File: config.mk
export PLATFORM = sky130hd
export DESIGN_NAME = bram_line_reader
export DESIGN_NICKNAME = d
export VERILOG_FILES = /design/src/rtl/bram_line_reader.sv
export SDC_FILE = /design/constraint.sdc
export NUM_CORES = 1
export LEC_CHECK = 0
export ABC_AREA = 0
export CAP_MARGIN = 20
export CORE_ASPECT_RATIO = 0.75
export CORE_MARGIN = 3
export CORE_UTILIZATION = 25
export DETAILED_ROUTE_END_ITERATION = 10
export GPL_ROUTABILITY_DRIVEN = 0
export MAX_ROUTING_LAYER = met4
export SKIP_CTS_REPAIR_TIMING = 1
export SYNTH_ARGS = -nofsm -noshare
export SYNTH_HDL_FRONTEND = slang
export SYNTH_SLANG_ARGS = --single-unit
File: constraint.sdc
create_clock -name clk -period 3 [get_ports clk]
set_input_delay 0.9 -clock clk [delete_from_list [all_inputs] [get_ports clk]]
set_output_delay 0.9 -clock clk [all_outputs]
set_load 0.005 [all_outputs]
File: src/rtl/bram_line_reader.sv
// Read side of the demosaic line buffer. It streams stored lines from BRAM port B as valid/ready pixels.
// Optional: define BAYER_PHASE_EN to add the m_phase output, which gives {row parity, col parity}.
module bram_line_reader #(
   parameter int ADDR_BITS  = 11,
   parameter int LINE_WIDTH = 640,
   parameter int NUM_LINES  = 3
) (
   input  logic                               clk,
   input  logic                               reset_n,
   input  logic                               line_wr_done,
   output logic                               line_rd_done,
   output logic [$clog2(NUM_LINES+1)-1:0]     lines_avail,
   output logic                               overflow,
   output logic [ADDR_BITS-1:0]               b_addr,
   output logic                               b_data_en,
   output logic                               b_wr,
   input  logic [7:0]                         b_data_in,
   output logic [7:0]                         m_data,
   output logic                               m_valid,
   input  logic                               m_ready,
   output logic                               m_sol,
`ifdef BAYER_PHASE_EN
   output logic                               m_eol,
   output logic [1:0]                         m_phase
`else
   output logic                               m_eol
`endif
);

   // state    | meaning
   // ST_IDLE  | waiting for a stored line
   // ST_READ  | issuing one BRAM read per advancing cycle
   // ST_DRAIN | last pixel issued, waiting for downstream to take it
   localparam logic [1:0] ST_IDLE  = 2'd0;
   localparam logic [1:0] ST_READ  = 2'd1;
   localparam logic [1:0] ST_DRAIN = 2'd2;

   localparam int COL_W   = (LINE_WIDTH > 1) ? $clog2(LINE_WIDTH) : 1;
   localparam int AVAIL_W = $clog2(NUM_LINES + 1);

   localparam logic [COL_W-1:0]     COL_LAST  = COL_W'(LINE_WIDTH - 1);
   localparam logic [ADDR_BITS-1:0] LINE_STEP = ADDR_BITS'(LINE_WIDTH);
   localparam logic [ADDR_BITS:0]   BUF_END   = (ADDR_BITS+1)'(LINE_WIDTH * NUM_LINES);
   localparam logic [AVAIL_W-1:0]   AVAIL_MAX = AVAIL_W'(NUM_LINES);

   logic [1:0]           state;
   logic [COL_W-1:0]     col;
   logic [ADDR_BITS-1:0] base;
   logic [ADDR_BITS:0]   base_inc;
   logic                 adv;
   logic                 issue;
   logic                 last_col;
   logic                 eol_taken;

   assign adv       = ~m_valid | m_ready;
   assign issue     = adv & (state == ST_READ);
   assign last_col  = (col == COL_LAST);
   assign eol_taken = (state == ST_DRAIN) & m_valid & m_ready & m_eol;
   assign base_inc  = {1'b0, base} + {1'b0, LINE_STEP};

   assign b_addr    = base + ADDR_BITS'(col);
   assign b_data_en = issue;
   assign b_wr      = 1'b0;
   assign m_data    = b_data_in;

   // Idle waits one cycle when line_rd_done is high. In that cycle lines_avail still counts the line that was just freed.
   always_ff @(posedge clk or negedge reset_n) begin
      if (!reset_n) begin
         state        <= ST_IDLE;
         col          <= '0;
         line_rd_done <= 1'b0;
      end else begin
         line_rd_done <= 1'b0;
         case (state)
            ST_IDLE: begin
               if ((lines_avail != '0) && !line_rd_done) state <= ST_READ;
            end
            ST_READ: begin
               if (issue) begin
                  if (last_col) begin
                     col   <= '0;
                     state <= ST_DRAIN;
                  end else begin
                     col <= col + 1'b1;
                  end
               end
            end
            ST_DRAIN: begin
               if (eol_taken) begin
                  line_rd_done <= 1'b1;
                  state        <= ST_IDLE;
               end
            end
            default: state <= ST_IDLE;
         endcase
      end
   end

   always_ff @(posedge clk or negedge reset_n) begin
      if (!reset_n) begin
         m_valid <= 1'b0;
         m_sol   <= 1'b0;
         m_eol   <= 1'b0;
      end else if (adv) begin
         m_valid <= (state == ST_READ);
         m_sol   <= (state == ST_READ) && (col == '0);
         m_eol   <= (state == ST_READ) && last_col;
      end
   end

   // A write and a free in the same cycle cancel out. A write into a full buffer only sets the sticky flag.
   always_ff @(posedge clk or negedge reset_n) begin
      if (!reset_n) begin
         lines_avail <= '0;
         overflow    <= 1'b0;
         base        <= '0;
      end else begin
         case ({line_wr_done, line_rd_done})
            2'b10: begin
               if (lines_avail == AVAIL_MAX) overflow <= 1'b1;
               else                          lines_avail <= lines_avail + 1'b1;
            end
            2'b01: begin
               if (lines_avail != '0) lines_avail <= lines_avail - 1'b1;
            end
            default: ;
         endcase
         if (line_rd_done) base <= (base_inc == BUF_END) ? '0 : base_inc[ADDR_BITS-1:0];
      end
   end

`ifdef BAYER_PHASE_EN
   logic row_par;

   always_ff @(posedge clk or negedge reset_n) begin
      if (!reset_n) begin
         row_par <= 1'b0;
         m_phase <= 2'b00;
      end else begin
         if (line_rd_done) row_par <= ~row_par;
         if (adv)          m_phase <= {row_par, col[0]};
      end
   end
`endif

endmodule
# Word level (Yosys, flattened, before mapping)
# Index checks and enable logic that the tools add are counted.
[totals]
register_bits = 30
latch_bits = 0
mem_bits_rw = 0
romBits = 0
in_bits = 12
out_inout_bits = 28
word_cells = 57
n_memories = 0
[classes]
add_sub_neg = 5
mul = 0
n_div = 0
n_lt_le_gt_ge = 0
n_eq_ne = 13
n_shift = 0
muxes = 12
n_bitwise = 6
n_reduce_logical = 12
[ops]
columns = ["operator", "count"]
rows = [
  ["$add 11x10->12 const B", 1],
  ["$eq 12x11->1 const B", 1],
  ["$mux 2", 6],
  ["$ne 2x2->1 const B", 6],
  ["$add 11x10->11", 1],
  ["$mux 11", 1],
  ["$add 10x1->10 const B", 1],
  ["$eq 10x10->1 const B", 1],
  ["$logic_not 10->1", 1],
  ["$mux 10", 1],
  ["$eq 2x2->1 const B", 3],
  ["$pmux 2 s3", 1],
  ["$and 1x1->1", 4],
  ["$eq 2x1->1 const B", 2],
  ["$pmux 2 s2", 1],
  ["$reduce_and 2->1", 2],
  ["$reduce_and 4->1", 1],
  ["$reduce_bool 2->1", 2],
  ["$logic_and 1x1->1", 3],
  ["$reduce_and 3->1", 1],
  ["$add 2x1->2 const B", 1],
  ["$logic_not 2->1", 1],
  ["$mux 1", 2],
  ["$sub 2x1->2 const B", 1],
  ["3 further kinds", 3],
]

# Depth between registers and ports, before layout
[depth]
depth_word = 6
ltp_mapped = 5
depth_no_buf = 5

# Least setup slack after synthesis
# No wires, ideal clock.
[synth_timing]
path_type = "input to output"
startpoint = "input port m_ready"
endpoint = "output port b_data_en"
t_arrival_ps = 1296
required_time_ps = 2100
slack_ps = 804
cell_stages = 3
path_buffers = 1
path_cell_list = "nor2b_2 nor2_4 buf_4"
[synth_via]
elab_chain_len = 2
[synth_lines]
columns = ["item", "line_no", "source"]
rows = [
  ["from (decl)", "20", "input logic m_ready,"],
  ["$or 1x1->1", "55", "assign adv = ~m_valid | m_ready;"],
  ["$and 1x1->1", "56", "assign issue = adv & (state == ST_READ);"],
  ["to (decl)", "15", "output logic b_data_en,"],
]
# No other way between the ends.

# Worst setup path after layout
[layout_timing]
startpoint = "register base[8]"
endpoint = "output port b_addr[9]"
[layout_via]
elab_chain_len = 1
[layout_lines]
columns = ["item", "line_no", "source"]
rows = [
  ["from (decl)", "48", "logic [ADDR_BITS-1:0] base;"],
  ["from (signal assigned)", "128", "if (line_rd_done) base <= (base_inc == BUF_END) ? '0 : base_inc[ADDR_BITS-1:0];"],
  ["$add 11x10->11", "61", "assign b_addr = base + ADDR_BITS'(col);"],
  ["to (decl)", "14", "output logic [ADDR_BITS-1:0] b_addr,"],
]
# No other way between the ends.

==> impl_metrics.env <==
export IMPL_run_status="finished, final reports clean"
export IMPL_whs_ps=484
export IMPL_ys_async_sr_fraction=1.00
export IMPL_peakVddDrop_v=0.000142
export IMPL_coreArea_um2=5150
export IMPL_dpl_cell_count=232
export IMPL_row_count=22
export IMPL_synth_distinct_cells=40
export IMPL_grt_pass1_vias=910
export IMPL_ant_nets=0
export IMPL_grt_max_degree=24
export IMPL_maxCapViolCount=0
export IMPL_numCtsBuffers=3
export IMPL_yosys_register_bits=23
export IMPL_grt_overflow_total=0
export IMPL_synth_ff_type="dfrtp_1"
export IMPL_die_area_um2=6560
export IMPL_fin_util=0.329
export IMPL_htree_levels=1
export IMPL_synth_top_cell_by_area="dfrtp_1"
export IMPL_totalNegativeSetupSlack_ps=0
export IMPL_p_per_area_nw_per_um2=504
export IMPL_fillers=559
export IMPL_postRouteWirelength_um=2820
export IMPL_io_buffers=22
export IMPL_seq_area_um2=577
export IMPL_rsz0062_at_grt="no"
export IMPL_synth_area_um2=1400
export IMPL_hold_viol=0
export IMPL_slew_viol_final=0
export IMPL_leakage_nw=0.739
export IMPL_clkPwrFrac=0.234
export IMPL_design_area_um2=1700
export IMPL_clk_pin_slew_ps=90
export IMPL_grt_usage=0.0889
export IMPL_vias=1058
export IMPL_comb_power_share=0.261
export IMPL_synth_top_cell_area_share=0.410
export IMPL_cts_tree="yes"
export IMPL_routedWlPerCell_um=11.8
export IMPL_fin_nets=185
export IMPL_holdCritPathClass="reg2reg"
export IMPL_drc_errors=0
export IMPL_cp_end_kind="primary output"
export IMPL_crit_arrival_ps=1950
export IMPL_grt_pass1_wl_um=4590
export IMPL_yosysWarnings=0
export IMPL_setup_violations=0
export IMPL_synth_nets=171
export IMPL_cp_required_ps=2100
export IMPL_min_period_ps=2850
export IMPL_synth_area_leaders="dfrtp_1 (41%), buf_4 (6.4%), ha_1 (5.3%)"
export IMPL_drive_gt1_frac=0.133
export IMPL_area_growth_pct=20.8
export IMPL_syn_avg_cell_area_um2=9.18
export IMPL_clockBufferDepth=2
export IMPL_start_util=0.273
export IMPL_stdcell_count=238
export IMPL_post_route_period_util=0.949
export IMPL_cts_root_buf="clkbuf_8"
export IMPL_p_sw_frac=0.316
export IMPL_synthCells=153
export IMPL_critPathLaunchType="flop"
export IMPL_placed_area_um2=1620
export IMPL_max_freq_mhz=351
export IMPL_seq_area_frac_synth=0.410
export IMPL_die_x_um=92.5
export IMPL_antenna_found_initial=0
export IMPL_multi_input_area_um2=679
export IMPL_insertion_delay_ps=270
export IMPL_drt_iter0_drc=56
export IMPL_fin_skew_ps=5.34
export IMPL_die_h_um=70.9
export IMPL_critical_path_class="reg2out"
export IMPL_synth_edf_count=0
export IMPL_diodes=0
export IMPL_cp_max_fo=5
export IMPL_p_int_uw=584
export IMPL_final_common_cell="dfrtp_1"
export IMPL_viasPerCell=4.45
export IMPL_power_switching_uw=270
export IMPL_ioPinCount=40
export IMPL_power_frac_seq=0.505
export IMPL_dpl_hpwl_um=2080
export IMPL_clock_sinks=23
export IMPL_final_cell_mix="dfrtp_1 (22), clkdlybuf4s50_1 (20), nor2_1 (15)"
export IMPL_drt_pre_antenna_iters=4
sequential cells by signal, indices dropped and copies added (netlist names):
signal and count:
m_eol 1, line_rd_done 1, m_sol 1, base 4, state 2, m_valid 1
col 10, lines_avail 2, overflow 1
worst max-delay path, stage by stage, from the launching register on:
cell and delay [ps]:
dfrtp_2 450, ha_1 330, a21oi_2 160, buf_4 120
xnor2_1 100, clkdlybuf4s50_1 520
power groups by stage:
stage	Combinational, mW	Sequential (mW)	Clock, mW
after floorplan	0.145	0.418	0
after global placement	0.222	0.438	0
after detailed placement	0.226	0.441	0
after CTS	0.226	0.434	0.209
after global routing	0.245	0.444	0.222
final	0.223	0.431	0.200
final cells by class:
type,count,area share
well taps,72,0.0531
flip-flops and latches,23,0.340
clock inverters,1,0.00443
clock buffers,3,0.0244
inverters,8,0.0177
repair buffers,28,0.159
multi-input cells,103,0.401
path summary, 6_finish.rpt:
| path | start | end | slack (ps) | cells past startpoint |
|---|---|---|---|---|
| worst max-delay path | base[8] | b_addr[9] | 150 | 5 |
| worst min-delay path | overflow | overflow | 480 | 1 |
| worst max register to register | base[7] | base[10] | 1550 | 5 |
| worst min register to register | overflow | overflow | 480 | 1 |
| max in group asynchronous | reset_n | base[8] | 1750 | 2 |
| min in group asynchronous | reset_n | col[4] | 990 | 2 |
through the flow:
stage               worst slack, ps  power (mW)
floorplan                       804       0.563
global placement               24.5       0.660
detailed placement             19.7       0.667
CTS                            19.7       0.869
global route                   78.0       0.911
finish                          154       0.854
cell families after synthesis:
family | Yosys count | share of synthesized area
other | 1 | 0.00267
DFF | 23 | 0.410
AOI/OAI and AO/OA | 30 | 0.139
buffers and inverters | 27 | 0.109
adders and majority gates | 6 | 0.0535
xor gates and xnor gates | 7 | 0.0437
and+or+nand+nor | 59 | 0.242
cell usage after synthesis, types with 2 or more instances:
| cell type | instances |
|---|---|
| a21oi_1 | 9 |
| a31oi_1 | 3 |
| buf_4 | 12 |
| clkbuf_1 | 5 |
| dfrtp_1 | 23 |
| ha_1 | 6 |
| inv_1 | 8 |
| nand2_1 | 10 |
| nand2b_1 | 6 |
| nand3_1 | 6 |
| nand4_1 | 3 |
| nor2_1 | 15 |
| nor2b_1 | 3 |
| nor3_1 | 5 |
| o211ai_1 | 2 |
| o21ai_0 | 6 |
| o22ai_1 | 2 |
| o31ai_1 | 2 |
| xnor2_1 | 6 |
metal layers:
| metal | GRT usage | share of wire |
|---|---|---|
| met5 | - | 0 |
| met2 | 0.118 | 0.41 |
| met1 | 0.130 | 0.53 |
| met4 | 0.00988 | 0.0014 |
| met3 | 0.0340 | 0.057 |
No activity file was read; power rests on OpenSTA's default activity.
